File: config.mk
export PLATFORM = sky130hd
export DESIGN_NAME = vga_plot_sink
export DESIGN_NICKNAME = d
export VERILOG_FILES = /design/src/rtl/vga_plot_sink.sv
export SDC_FILE = /design/constraint.sdc
export NUM_CORES = 1
export LEC_CHECK = 0
export BUFFER_PORTS_ARGS = -buffer_cell sky130_fd_sc_hd__buf_2
export CORE_ASPECT_RATIO = 1.4
export CORE_MARGIN = 2
export CORE_UTILIZATION = 59
export DETAILED_ROUTE_END_ITERATION = 6
export HOLD_SLACK_MARGIN = 0.02
export PLACE_DENSITY_LB_ADDON = 0.25
export SLEW_MARGIN = 25
export SYNTH_ARGS = -nofsm -noshare
export SYNTH_HDL_FRONTEND = slang
export SYNTH_SLANG_ARGS = --single-unit
File: constraint.sdc
create_clock -name clock -period 2.8 [get_ports clock]
set_input_delay 0.28 -clock clock [delete_from_list [all_inputs] [get_ports clock]]
set_output_delay 0.28 -clock clock [all_outputs]
set_load 0.02 [all_outputs]
File: src/rtl/vga_plot_sink.sv
// Receiving end of the CPU VGA plot interface: buffers plot requests in a small FIFO,
// turns them into linear framebuffer writes, and runs full-screen clear sweeps.
module vga_plot_sink #(
  parameter int unsigned WIDTH  = 160,
  parameter int unsigned HEIGHT = 120,
  parameter int unsigned DEPTH  = 4
) (
  input  logic        clock,
  input  logic        reset,
  input  logic        plot,
  input  logic [14:0] plot_color,
  input  logic [7:0]  plot_x,
  input  logic [6:0]  plot_y,
  output logic        plot_ready,
  input  logic        clear_req,
  input  logic [14:0] clear_color,
  output logic        fb_we,
  output logic [14:0] fb_addr,
  output logic [14:0] fb_data,
  input  logic        fb_wait,
  output logic        busy,
  output logic        clear_done,
  output logic        oob_flag
);

  localparam int unsigned AW = 15;
  localparam int unsigned DW = 15;
  localparam int unsigned PW = (DEPTH > 1) ? $clog2(DEPTH) : 1;
  localparam int unsigned NW = PW + 1;
  localparam logic [AW-1:0] LAST_ADDR = AW'(WIDTH * HEIGHT - 1);

  typedef enum logic [0:0] {RUN, CLEAR} state_t;

  typedef struct packed {
    logic [DW-1:0] color;
    logic [AW-1:0] addr;
  } entry_t;

  state_t        state, state_nxt;
  entry_t        mem [DEPTH];
  logic [PW-1:0] wr_ptr, wr_ptr_nxt, rd_ptr, rd_ptr_nxt;
  logic [NW-1:0] count, count_nxt;
  logic          fb_we_nxt, clear_done_nxt, oob_flag_nxt;
  logic [AW-1:0] fb_addr_nxt, sweep_addr, sweep_addr_nxt;
  logic [DW-1:0] fb_data_nxt, clr_color, clr_color_nxt;
  logic          last_issued, last_issued_nxt;

  logic          in_range_c, accept_c, flush_c, push_c, pop_c, out_free_c;
  logic [AW-1:0] plot_addr_c;
  entry_t        head_c;

  assign plot_ready = (count < NW'(DEPTH));
  assign busy       = (state == CLEAR) || (count != '0) || fb_we;

  // y*160 + x as shift-and-add; bounded by the range check so it never overflows
  assign plot_addr_c = (AW'(plot_y) << 7) + (AW'(plot_y) << 5) + AW'(plot_x);
  assign in_range_c  = (32'(plot_x) < WIDTH) && (32'(plot_y) < HEIGHT);
  assign accept_c    = plot && plot_ready;
  assign out_free_c  = !fb_we || !fb_wait;
  assign flush_c     = (state == RUN) && clear_req;
  assign push_c      = accept_c && in_range_c && !flush_c;
  assign pop_c       = (state == RUN) && !clear_req && out_free_c && (count != '0);
  assign head_c      = mem[rd_ptr];

  // FIFO storage; contents need no reset since count gates every read
  always_ff @(posedge clock) begin
    if (push_c) mem[wr_ptr] <= '{color: plot_color, addr: plot_addr_c};
  end

  // Next-state and registered-output logic
  always_comb begin
    state_nxt       = state;
    wr_ptr_nxt      = wr_ptr;
    rd_ptr_nxt      = rd_ptr;
    count_nxt       = count;
    fb_we_nxt       = fb_we;
    fb_addr_nxt     = fb_addr;
    fb_data_nxt     = fb_data;
    clear_done_nxt  = 1'b0;
    oob_flag_nxt    = oob_flag;
    clr_color_nxt   = clr_color;
    sweep_addr_nxt  = sweep_addr;
    last_issued_nxt = last_issued;

    if (out_free_c) fb_we_nxt = 1'b0;
    if (accept_c && !in_range_c) oob_flag_nxt = 1'b1;
    if (push_c) wr_ptr_nxt = wr_ptr + PW'(1);
    if (pop_c)  rd_ptr_nxt = rd_ptr + PW'(1);
    count_nxt = count + NW'(push_c) - NW'(pop_c);

    unique case (state)
      RUN: begin
        if (clear_req) begin
          state_nxt       = CLEAR;
          wr_ptr_nxt      = '0;
          rd_ptr_nxt      = '0;
          count_nxt       = '0;
          oob_flag_nxt    = 1'b0;
          clr_color_nxt   = clear_color;
          sweep_addr_nxt  = '0;
          last_issued_nxt = 1'b0;
        end else if (pop_c) begin
          fb_we_nxt   = 1'b1;
          fb_addr_nxt = head_c.addr;
          fb_data_nxt = head_c.color;
        end
      end
      CLEAR: begin
        if (out_free_c) begin
          if (last_issued) begin
            // final sweep write is being accepted this cycle
            state_nxt      = RUN;
            clear_done_nxt = 1'b1;
          end else begin
            fb_we_nxt       = 1'b1;
            fb_addr_nxt     = sweep_addr;
            fb_data_nxt     = clr_color;
            sweep_addr_nxt  = sweep_addr + AW'(1);
            last_issued_nxt = (sweep_addr == LAST_ADDR);
          end
        end
      end
      default: state_nxt = RUN;
    endcase
  end

  always_ff @(posedge clock or posedge reset) begin
    if (reset) begin
      state       <= RUN;
      wr_ptr      <= '0;
      rd_ptr      <= '0;
      count       <= '0;
      fb_we       <= 1'b0;
      fb_addr     <= '0;
      fb_data     <= '0;
      clear_done  <= 1'b0;
      oob_flag    <= 1'b0;
      clr_color   <= '0;
      sweep_addr  <= '0;
      last_issued <= 1'b0;
    end else begin
      state       <= state_nxt;
      wr_ptr      <= wr_ptr_nxt;
      rd_ptr      <= rd_ptr_nxt;
      count       <= count_nxt;
      fb_we       <= fb_we_nxt;
      fb_addr     <= fb_addr_nxt;
      fb_data     <= fb_data_nxt;
      clear_done  <= clear_done_nxt;
      oob_flag    <= oob_flag_nxt;
      clr_color   <= clr_color_nxt;
      sweep_addr  <= sweep_addr_nxt;
      last_issued <= last_issued_nxt;
    end
  end

endmodule

==> metrics.md, run 1 <==
| Metric | Value |
|---|---|
| Hold Path Cell Cnt | 3 |
| RSZ-0062 raised after global routing | no |
| Async set-reset flop share out of synthesis | 37.5% |
| Critical Path AT | 2.83 ns |
| Slew headroom | 59.3% |
| Setup Buffers After CTS | 0 |
| Final Hold Viols | 0 |
| Clock tree root buffer cell | clkbuf_16 |
| Minimum clock period | 2.53 ns |
| Mapped Avg Cell Area | 14.6 µm² |
| Number of clock sinks | 192 |
| Status | finished clean |
| Die area | 14800 µm² |
| Area grow syn2layout | 15.9% |
| Vias per cell | 5.93 |
| Synth cell types | 39 |
| Number of fill cells | 903 |
| Layout cell share with drive strength beyond 1 | 25.1% |
| Core ar. | 13500 µm² |
| Period utilization | 90.3% |
| Wire per inst | 20.0 µm |
| # IOs | 85 |
| DR DRC count | 0 |
| Initial antenna violation count | 0 |
| Number of flops mapped to enable cells by yosys | 120 |
| Synthesis-stage register bit count | 192 |
| Port buffer count | 84 |
| Die H | 143 µm |
| Gr usage total | 24.4% |
| TNS Setup | 0 ns |
| Cell Rows | 50 |
| Setup CP Type | register to register |
| R2R setup slack | 0.27 ns |
| Clock skew | 0.00858 ns |
| First-pass DRT Iterations | 5 |
| Pre-CTS WS | 0.206 ns |
| FF+latch area | 5410 µm² |
| Startpoint types | register |
| Num CTS Buffers | 17 |
| FF-to-FF path depth | 12 |
| CTS tree | done |
| Leakage | 0.00385 µW |
| Remaining antenna violation count | 0 |
| Max Slew Vio Count | 0 |
| Area of the multi-input gates | 2580 µm² |
| FMAX | 396 MHz |
| Top_reg_cell synth | edfxtp_1 |
| Largest fanout on the critical path | 5 |
| Htree depth | 4 |
| Routed wire length | 16900 µm |
| Initial Utilization | 60.6% |
| Clock Tree Buf Depth | 2 |
| Worst-margin pin slew | 0.610 ns |
| Maxcap violations | 0 |
| Post-DP HPWL | 11100 µm |
| Sequential fraction of the synthesis area | 66.3% |
| Diode count | 0 |
| Vias in the first global route | 5012 |
| Peak VDD IR | 0.521 mV |
| Crit. End Element | register |
| Via count | 5026 |
| Worst setup margin | 0.273 ns |
| Tightest Hold Check Type | input pin to register |
| Die width | 103 µm |
| Post-Syn Area | 8150 µm² |
| Synth warn | 0 |
| GR Overflow Total | 0 |
| Critical path data required time | 3.10 ns |
| First-pass GRT wire length | 26700 µm |
| Power density cells | 929 nW/µm² |
| Hold buffers post-CTS | 1 |
| RePlAce Congestion | 0.903 |
| Nets@finish | 726 |
| DR iter-0 viols | 336 |
| Util after Layout | 70.2% |
| Final number of setup-violating endpoints | 0 |
| Cells after Synth | 560 |
| Syn_nets | 633 |
| Post-CTS sizing | 0 |
| Worst-path clk slew | 0.07 ns |
| Largest net degree at the start of global routing | 36 |
| Latest clock arrival within the worst-skew pair | 0.42 ns |
[power by group]
part	switching, µW	internal, µW	total, µW
registers	355	3610	3960
clock network	1060	1340	2400
logic	1420	999	2420
total	2830	5950	8780
[area by class of cell]
cell class,count,area share (%)
Clock buffer,20,4.62
Clock inverter,12,1.58
Inverter,18,0.715
Multi-Input combinational cell,321,27.3
Sequential cell,192,57.2
Tap cell,182,2.41
Timing Repair Buffer,103,6.12
[critical path: stages (launching register included)]
cell and delay, ns:
dfrtp_1 0.42, nor2b_1 0.31, nand2_1 0.10, nor2_1 0.23, inv_1 0.08, ha_1 0.28, inv_1 0.06, ha_1 0.13
inv_1 0.05, fa_1 0.38, xor2_1 0.18, xnor2_1 0.13, nor2_1 0.05
[through the flow]
stage                     std cells  power (µW)  hold WS [ns]  cell area [µm²]
after floorplan                 560        5580         0.379             8150
after global placement          815        6310         0.319             8850
after detailed placement        815        6420         0.318             8850
after CTS                       848        8830        0.0380             9450
after global routing            848        9210        0.0470             9450
final                           848        8780        0.0507             9450
[worst paths after layout]
| kind | from | to |
|---|---|---|
| max in group asynchronous | reset | rd_ptr[0] |
| min reg2reg | clr_color[6] | clr_color[6] |
| max | count[2] | count[2] |
| min | clear_color[6] | clr_color[6] |
| min in group asynchronous | reset | fb_data[1] |
| max reg2reg | count[2] | count[2] |
[routing by layer]
layer	track usage [%]	wire length (µm)	vias up
met5	0	0	-
met4	7.13	223	0
met3	4.99	871	26
met2	39.0	8730	156
met1	34.2	7100	2562
li1	-	-	2282
[layout by cell type, fill, tap and decap left out, types with 20 or more instances in the layout]
cell / synthesis / routed
ha_1: 20 / 20
mux2i_1: 33 / 33
mux4_2: 30 / 30
nand2_1: 60 / 60
edfxtp_1: 120 / 120
a21oi_1: 72 / 72
dfrtp_1: 72 / 70
buf_2: 5 / 84
[synthesized netlist by cell type (6+ instances only)]
master    number  share of area (%)
nor2_1        17               0.78
inv_1         18               0.83
xnor2_1       12                1.3
dfrtp_1       72                 22
clkbuf_1      22                1.0
a21oi_1       72                4.4
nand2b_1       6               0.46
ha_1          20                3.1
mux4_2        30                8.3
nand4_1        7               0.54
nand2_1       60                2.8
edfxtp_1     120                 44
nand3_1        8               0.49
and2_1         7               0.54
mux2i_1       33                4.1
o21ai_0        8               0.49
[kinds of logic (layout without fill, tap and decap cells)]
group,Yosys count,in the layout,share of synthesized area [%]
and+or+nand+nor,123,123,7.04
muxes,63,63,12.3
AOI/OAI and AO/OA,97,97,6.66
DFF,192,192,66.3
buffers and inverters,47,153,2.26
xor gates and xnor gates,15,15,1.61
adders and majority gates,23,23,3.81
[sequential cells by signal, indices dropped and copies added, names as in the netlist, named ones only]
signal       count
wr_ptr           2
mem            120
sweep_addr      15
clear_done       1
last_issued      1
fb_addr         15
rd_ptr           2
count            3
oob_flag         1
clr_color       15
fb_data         15
state            1
(Power assumes the default switching activity.)
==> inputs of run 2 (changes only) <==
--- a/config.mk
+++ b/config.mk
@@ -5,13 +5,14 @@
 export SDC_FILE = /design/constraint.sdc
 export NUM_CORES = 1
 export LEC_CHECK = 0
-export BUFFER_PORTS_ARGS = -buffer_cell sky130_fd_sc_hd__buf_2
+export BUFFER_PORTS_ARGS = -buffer_cell sky130_fd_sc_hd__buf_4
 export CORE_ASPECT_RATIO = 1.4
 export CORE_MARGIN = 2
 export CORE_UTILIZATION = 59
 export DETAILED_ROUTE_END_ITERATION = 6
 export HOLD_SLACK_MARGIN = 0.02
-export PLACE_DENSITY_LB_ADDON = 0.25
+export PLACE_DENSITY_LB_ADDON = 0.2
+export REMOVE_ABC_BUFFERS = 1
 export SLEW_MARGIN = 25
 export SYNTH_ARGS = -nofsm -noshare
 export SYNTH_HDL_FRONTEND = slang
==> run 2 against run 1 <==
  * Flip-flop and latch count stayed put
  * Core utilization is 2.3 points higher
  * Register-to-register slack improved by 0.09 ns
  * Global-route usage rose by 1.2 points
  * Hold slack worse by 0.031 ns
  * Via count is 0.68% higher
  * Sequential share of layout area decreased by 1.8 points
  * Combinational power up 7%
  * Final cell count grew 0.71%
  * Die area stayed put
  * Clock power grew 8%
  * Fmax increased by 3.9%
  * Critical path type unchanged
==> metrics.md, run 2 (synthesis results as in run 1) <==
| Metric | Value |
|---|---|
| Number of clock sinks | 192 (unchanged) |
| Crit. End Element | register (unchanged) |
| Worst-margin pin slew | 0.849 ns (was 0.610 ns) |
| Layout cell share with drive strength beyond 1 | 26.5% (was 25.1%) |
| Max Slew Vio Count | 0 (unchanged) |
| Post-CTS sizing | 0 (unchanged) |
| Hold Slack | 0.0193 ns (was 0.0507 ns) |
| Util after Layout | 72.5% (was 70.2%) |
| Maxcap violations | 0 (unchanged) |
| GR Overflow Total | 0 (unchanged) |
| Htree depth | 4 (unchanged) |
| Max reg flops | 120 (unchanged) |
| Slew headroom | 43.3% (was 59.3%) |
| Most frequent cells in the layout | 120 x edfxtp_1, 108 x buf_4, 72 x a21oi_1, 70 x dfrtp_1, 60 x nand2_1 (was 120 x edfxtp_1, 84 x buf_2, 72 x a21oi_1, 70 x dfrtp_1, 60 x nand2_1) |
| Critical path data required time | 3.15 ns (was 3.10 ns) |
| Reg with most FFs | mem (unchanged) |
| Initial Utilization | 60.6% (unchanged) |
| Largest net degree at the start of global routing | 40 (was 36) |
| Status | finished clean (unchanged) |
| Startpoint types | register (unchanged) |
| Clock Tree Buf Depth | 2 (unchanged) |
| TNS Setup | 0 ns (unchanged) |
| Area of the multi-input gates | 2580 µm² (unchanged) |
| Vias in the first global route | 5293 (was 5012) |
| RSZ-0062 raised after global routing | no (unchanged) |
| Die H | 143 µm (unchanged) |
| Setup Buffers After CTS | 0 (unchanged) |
| Area grow syn2layout | 19.7% (was 15.9%) |
| Die width | 103 µm (unchanged) |
| DR DRC count | 0 (unchanged) |
| Overall power | 9120 µW (was 8780 µW) |
| Latest clock arrival within the worst-skew pair | 0.43 ns (was 0.42 ns) |
| Largest fanout on the critical path | 28 (was 5) |
| Die area | 14800 µm² (unchanged) |
| FF+latch area | 5410 µm² (unchanged) |
| First-pass GRT wire length | 27600 µm (was 26700 µm) |
| DR iter-0 viols | 397 (was 336) |
| Power density cells | 935 nW/µm² (was 929 nW/µm²) |
| Final number of setup-violating endpoints | 0 (unchanged) |
| Cell Rows | 50 (unchanged) |
| Setup CP Type | register to register (unchanged) |
| Minimum clock period | 2.43 ns (was 2.53 ns) |
| Clock tree root buffer cell | clkbuf_16 (unchanged) |
| Nets@finish | 732 (was 726) |
| Via count | 5060 (was 5026) |
| Finished Cell Area | 9760 µm² (was 9450 µm²) |
| Peak VDD IR | 0.431 mV (was 0.521 mV) |
| Hold buffers post-CTS | 0 (was 1) |
| Critical Path AT | 2.79 ns (was 2.83 ns) |
| First-pass DRT Iterations | 5 (unchanged) |
| Core ar. | 13500 µm² (unchanged) |
| # IOs | 85 (unchanged) |
| Wire per inst | 20.4 µm (was 20.0 µm) |
| Leakage | 0.00399 µW (was 0.00385 µW) |
| Gr usage total | 25.5% (was 24.4%) |
| Placed cell areas | 9110 µm² (was 8850 µm²) |
| Period utilization | 86.9% (was 90.3%) |
| Vias per cell | 5.93 (about the same) |
| Remaining antenna violation count | 0 (unchanged) |
| Number of fill cells | 869 (was 903) |
| Tightest Hold Check Type | input pin to async pin (was input pin to register) |
| Final Hold Viols | 0 (unchanged) |
| Post-DP HPWL | 11700 µm (was 11100 µm) |
| FMAX | 411 MHz (was 396 MHz) |
| Num CTS Buffers | 17 (unchanged) |
| Routed wire length | 17500 µm (was 16900 µm) |
| Clock skew | 0.00987 ns (was 0.00858 ns) |
| CTS tree | done (unchanged) |
| RePlAce Congestion | 0.889 (was 0.903) |
| Port buffer count | 84 (unchanged) |
| Worst-path clk slew | 0.07 ns (about the same) |
| Initial antenna violation count | 0 (unchanged) |
| Diode count | 0 (unchanged) |
| Most common cell after layout, fill and taps aside | edfxtp_1 (unchanged) |
run 2: through the flow:
stage | setup WS (ns) | cells
final | 0.367 | 854
after global routing | 0.148 | 854
after CTS | 0.342 | 854
after detailed placement | 0.287 | 822
after global placement | 0.350 | 822
after floorplan | -1.11 | 531
run 2: worst paths after layout:
check | startpoint | to | slack [ns] | cells past startpoint
setup / recovery | state | sweep_addr[11] | 0.37 | 5
hold / removal | reset | clr_color[2] | 0.02 | 2
setup reg to reg | state | sweep_addr[11] | 0.37 | 5
hold reg to reg | clr_color[9] | clr_color[9] | 0.48 | 2
max in group asynchronous | reset | fb_data[3] | 2.01 | 3
min in group clock | clear_color[14] | clr_color[14] | 0.04 | 3
run 2: routing by layer:
layer	global-route usage, %	vias to the layer above	routed length (µm)
met5	0	-	0
met4	9.76	0	416
met1	31.9	2551	6590
met3	4.31	27	1050
met2	44.2	190	9400
li1	-	2292	-
run 2: layout make-up:
type | count | area share, %
tap | 182 | 2.33
timing repair buffer | 109 | 8.51
inverter | 18 | 0.692
clock inverter | 14 | 1.97
sequential | 192 | 55.4
clock buffer | 18 | 4.62
multi-input combinational | 321 | 26.5
run 2: critical path, cell delays in order (launching register included):
cell,delay (ns)
dfrtp_2,0.39
buf_4,0.47
a21bo_2,0.33
or3_1,0.48
or4_1,0.51
a21oi_1,0.17
run 2: power by group:
| group | switching, µW | total [µW] | internal (µW) | leakage (µW) |
|---|---|---|---|---|
| Clock | 1090 | 2580 | 1490 | 0.000315 |
| Combinational | 1420 | 2580 | 1160 | 0.00170 |
| Sequential | 353 | 3960 | 3610 | 0.00197 |
| Total | 2860 | 9120 | 6260 | 0.00399 |
==> inputs of run 3 (changes only) <==
--- a/config.mk
+++ b/config.mk
@@ -11,8 +11,7 @@
 export CORE_UTILIZATION = 59
 export DETAILED_ROUTE_END_ITERATION = 6
 export HOLD_SLACK_MARGIN = 0.02
-export PLACE_DENSITY_LB_ADDON = 0.2
-export REMOVE_ABC_BUFFERS = 1
+export PLACE_DENSITY_LB_ADDON = 0.05
 export SLEW_MARGIN = 25
 export SYNTH_ARGS = -nofsm -noshare
 export SYNTH_HDL_FRONTEND = slang
==> run 3 against run 2 <==
  * Via count down 2.7%
  * Combinational power about the same
  * First-iteration DRC count decreased by 23%
  * Wire length shrank 4.3%
  * Flip-flop and latch count unchanged
  * Critical path depth up 5
  * Largest cell class unchanged
  * Largest power group unchanged
  * Clock-buffer cell count unchanged
  * Fmax down 0.93%
==> metrics.md, run 3 (synthesis results as in run 1) <==
| Metric | Value |
|---|---|
| Crit. End Element | register (unchanged) |
| RSZ-0062 raised after global routing | no (unchanged) |
| First-pass DRT Iterations | 5 (unchanged) |
| Diode count | 0 (unchanged) |
| Initial Utilization | 60.6% (unchanged) |
| Layout cell share with drive strength beyond 1 | 25.5% (was 26.5%) |
| Hold Path Cell Cnt | 3 |
| Vias per cell | 5.80 (was 5.93) |
| Nets@finish | 727 (was 732) |
| Tightest Hold Check Type | input pin to register (was input pin to async pin) |
| FMAX | 407 MHz (was 411 MHz) |
| Area grow syn2layout | 19.4% (was 19.7%) |
| Most common cell after layout, fill and taps aside | edfxtp_1 (unchanged) |
| Die area | 14800 µm² (unchanged) |
| Htree depth | 4 (unchanged) |
| Power density cells | 927 nW/µm² (was 935 nW/µm²) |
| Minimum clock period | 2.46 ns (was 2.43 ns) |
| Core ar. | 13500 µm² (unchanged) |
| DR DRC count | 0 (unchanged) |
| RR Startpoint | count[2] (was state) |
| Status | finished clean (unchanged) |
| Num CTS Buffers | 17 (unchanged) |
| Cell Rows | 50 (unchanged) |
| Critical Path AT | 2.77 ns (was 2.79 ns) |
| Startpoint types | register (unchanged) |
| Max reg flops | 120 (unchanged) |
| Clock tree root buffer cell | clkbuf_16 (unchanged) |
| Worst-path clk slew | 0.07 ns (about the same) |
| Clock skew | 0.00564 ns (was 0.00987 ns) |
| Vias in the first global route | 5111 (was 5293) |
| Routed wire length | 16700 µm (was 17500 µm) |
| Reg with most FFs | mem (unchanged) |
| Worst-margin pin slew | 0.714 ns (was 0.849 ns) |
| Via count | 4921 (was 5060) |
| GR Overflow Total | 0 (unchanged) |
| # IOs | 85 (unchanged) |
| Critical path startpoint | count[2] (was state) |
| Critical path data required time | 3.11 ns (was 3.15 ns) |
| Gr usage total | 24.2% (was 25.5%) |
| First-pass GRT wire length | 26300 µm (was 27600 µm) |
| Peak VDD IR | 0.548 mV (was 0.431 mV) |
| Post-CTS sizing | 0 (unchanged) |
| Die width | 103 µm (unchanged) |
| Max Slew Vio Count | 0 (unchanged) |
| TNS Setup | 0 ns (unchanged) |
| Number of clock sinks | 192 (unchanged) |
| Most frequent cells in the layout | 120 x edfxtp_1, 98 x buf_4, 72 x a21oi_1, 70 x dfrtp_1, 60 x nand2_1 (was 120 x edfxtp_1, 108 x buf_4, 72 x a21oi_1, 70 x dfrtp_1, 60 x nand2_1) |
| Remaining antenna violation count | 0 (unchanged) |
| FF-to-FF path depth | 10 (was 5) |
| Placed cell areas | 9120 µm² (was 9110 µm²) |
| Leakage | 0.00394 µW (was 0.00399 µW) |
| Wire per inst | 19.7 µm (was 20.4 µm) |
| Hold buffers post-CTS | 1 (was 0) |
| Latest clock arrival within the worst-skew pair | 0.43 ns (about the same) |
| Period utilization | 87.7% (was 86.9%) |
| Final number of setup-violating endpoints | 0 (unchanged) |
| CTS tree | done (unchanged) |
| Largest fanout on the critical path | 4 (was 28) |
| Maxcap violations | 0 (unchanged) |
| Largest net degree at the start of global routing | 34 (was 40) |
| Setup CP Type | register to register (unchanged) |
| Clock Tree Buf Depth | 2 (unchanged) |
| Slew headroom | 52.4% (was 43.3%) |
| RePlAce Congestion | 0.856 (was 0.889) |
| Die H | 143 µm (unchanged) |
| Port buffer count | 84 (unchanged) |
| Setup Buffers After CTS | 0 (unchanged) |
| Hold path startpoint | clear_color[3] |
| Final Hold Viols | 0 (unchanged) |
| Post-DP HPWL | 11300 µm (was 11700 µm) |
| Finished Cell Area | 9740 µm² (was 9760 µm²) |
| DR iter-0 viols | 304 (was 397) |
| Overall power | 9020 µW (was 9120 µW) |
| Initial antenna violation count | 0 (unchanged) |
[run 3: cell types whose count changed in the layout (fill, tap and decap cells not counted), sizes merged]
cell	delta
clkinv	-2
dlygate4sd3	+1
clkinvlp	+2
buf	-6
[run 3: final timing paths]
kind	slack, ns	to
min in group asynchronous	0.53	fb_addr[13]
max in group asynchronous	1.50	fb_data[12]
worst max-delay path	0.34	count[2]
worst max register to register	0.34	count[2]
worst min register to register	0.48	clr_color[4]
worst min-delay path	0.04	clr_color[3]
[run 3: metrics by stage]
step	util, %	setup WS (ns)	hold WS [ns]	instances
finish	72.4	0.344	0.0438	849
global route	72.4	0.182	0.0313	849
CTS	72.4	0.331	0.0247	849
detailed placement	67.8	0.254	0.442	816
global placement	67.8	0.393	0.440	816
floorplan	-	0.481	0.379	560
[run 3: power breakdown]
group          internal (µW)  total (µW)  switching (µW)
Sequential              3610        3960             358
Clock                   1420        2480            1060
Combinational           1160        2580            1420
Total                   6190        9020            2830
[run 3: area by class of cell]
| class | instances | area (µm²) |
|---|---|---|
| fill | 871 | 3710 |
| multi-input combinational | 321 | 2580 |
| sequential | 192 | 5410 |
| timing repair buffer | 104 | 846 |
| inverter | 18 | 67.6 |
| clock inverter | 14 | 176 |
| tap | 182 | 228 |
| clock buffer | 18 | 429 |
[run 3: critical path, stage by stage, from the launching register on]
cell	delay, ns
dfrtp_1	0.43
nor3_1	0.10
a2111oi_2	0.52
ha_1	0.32
inv_1	0.06
ha_1	0.13
inv_1	0.05
fa_1	0.38
xor2_1	0.17
xnor2_1	0.14
nor2_1	0.06
[run 3: layer usage]
metal	wire [µm]	track usage, %	vias to the layer above
met5	0	0	-
met4	212	7.83	0
met3	878	5.24	14
met2	8710	39.4	159
met1	6910	32.7	2469
li1	-	-	2279
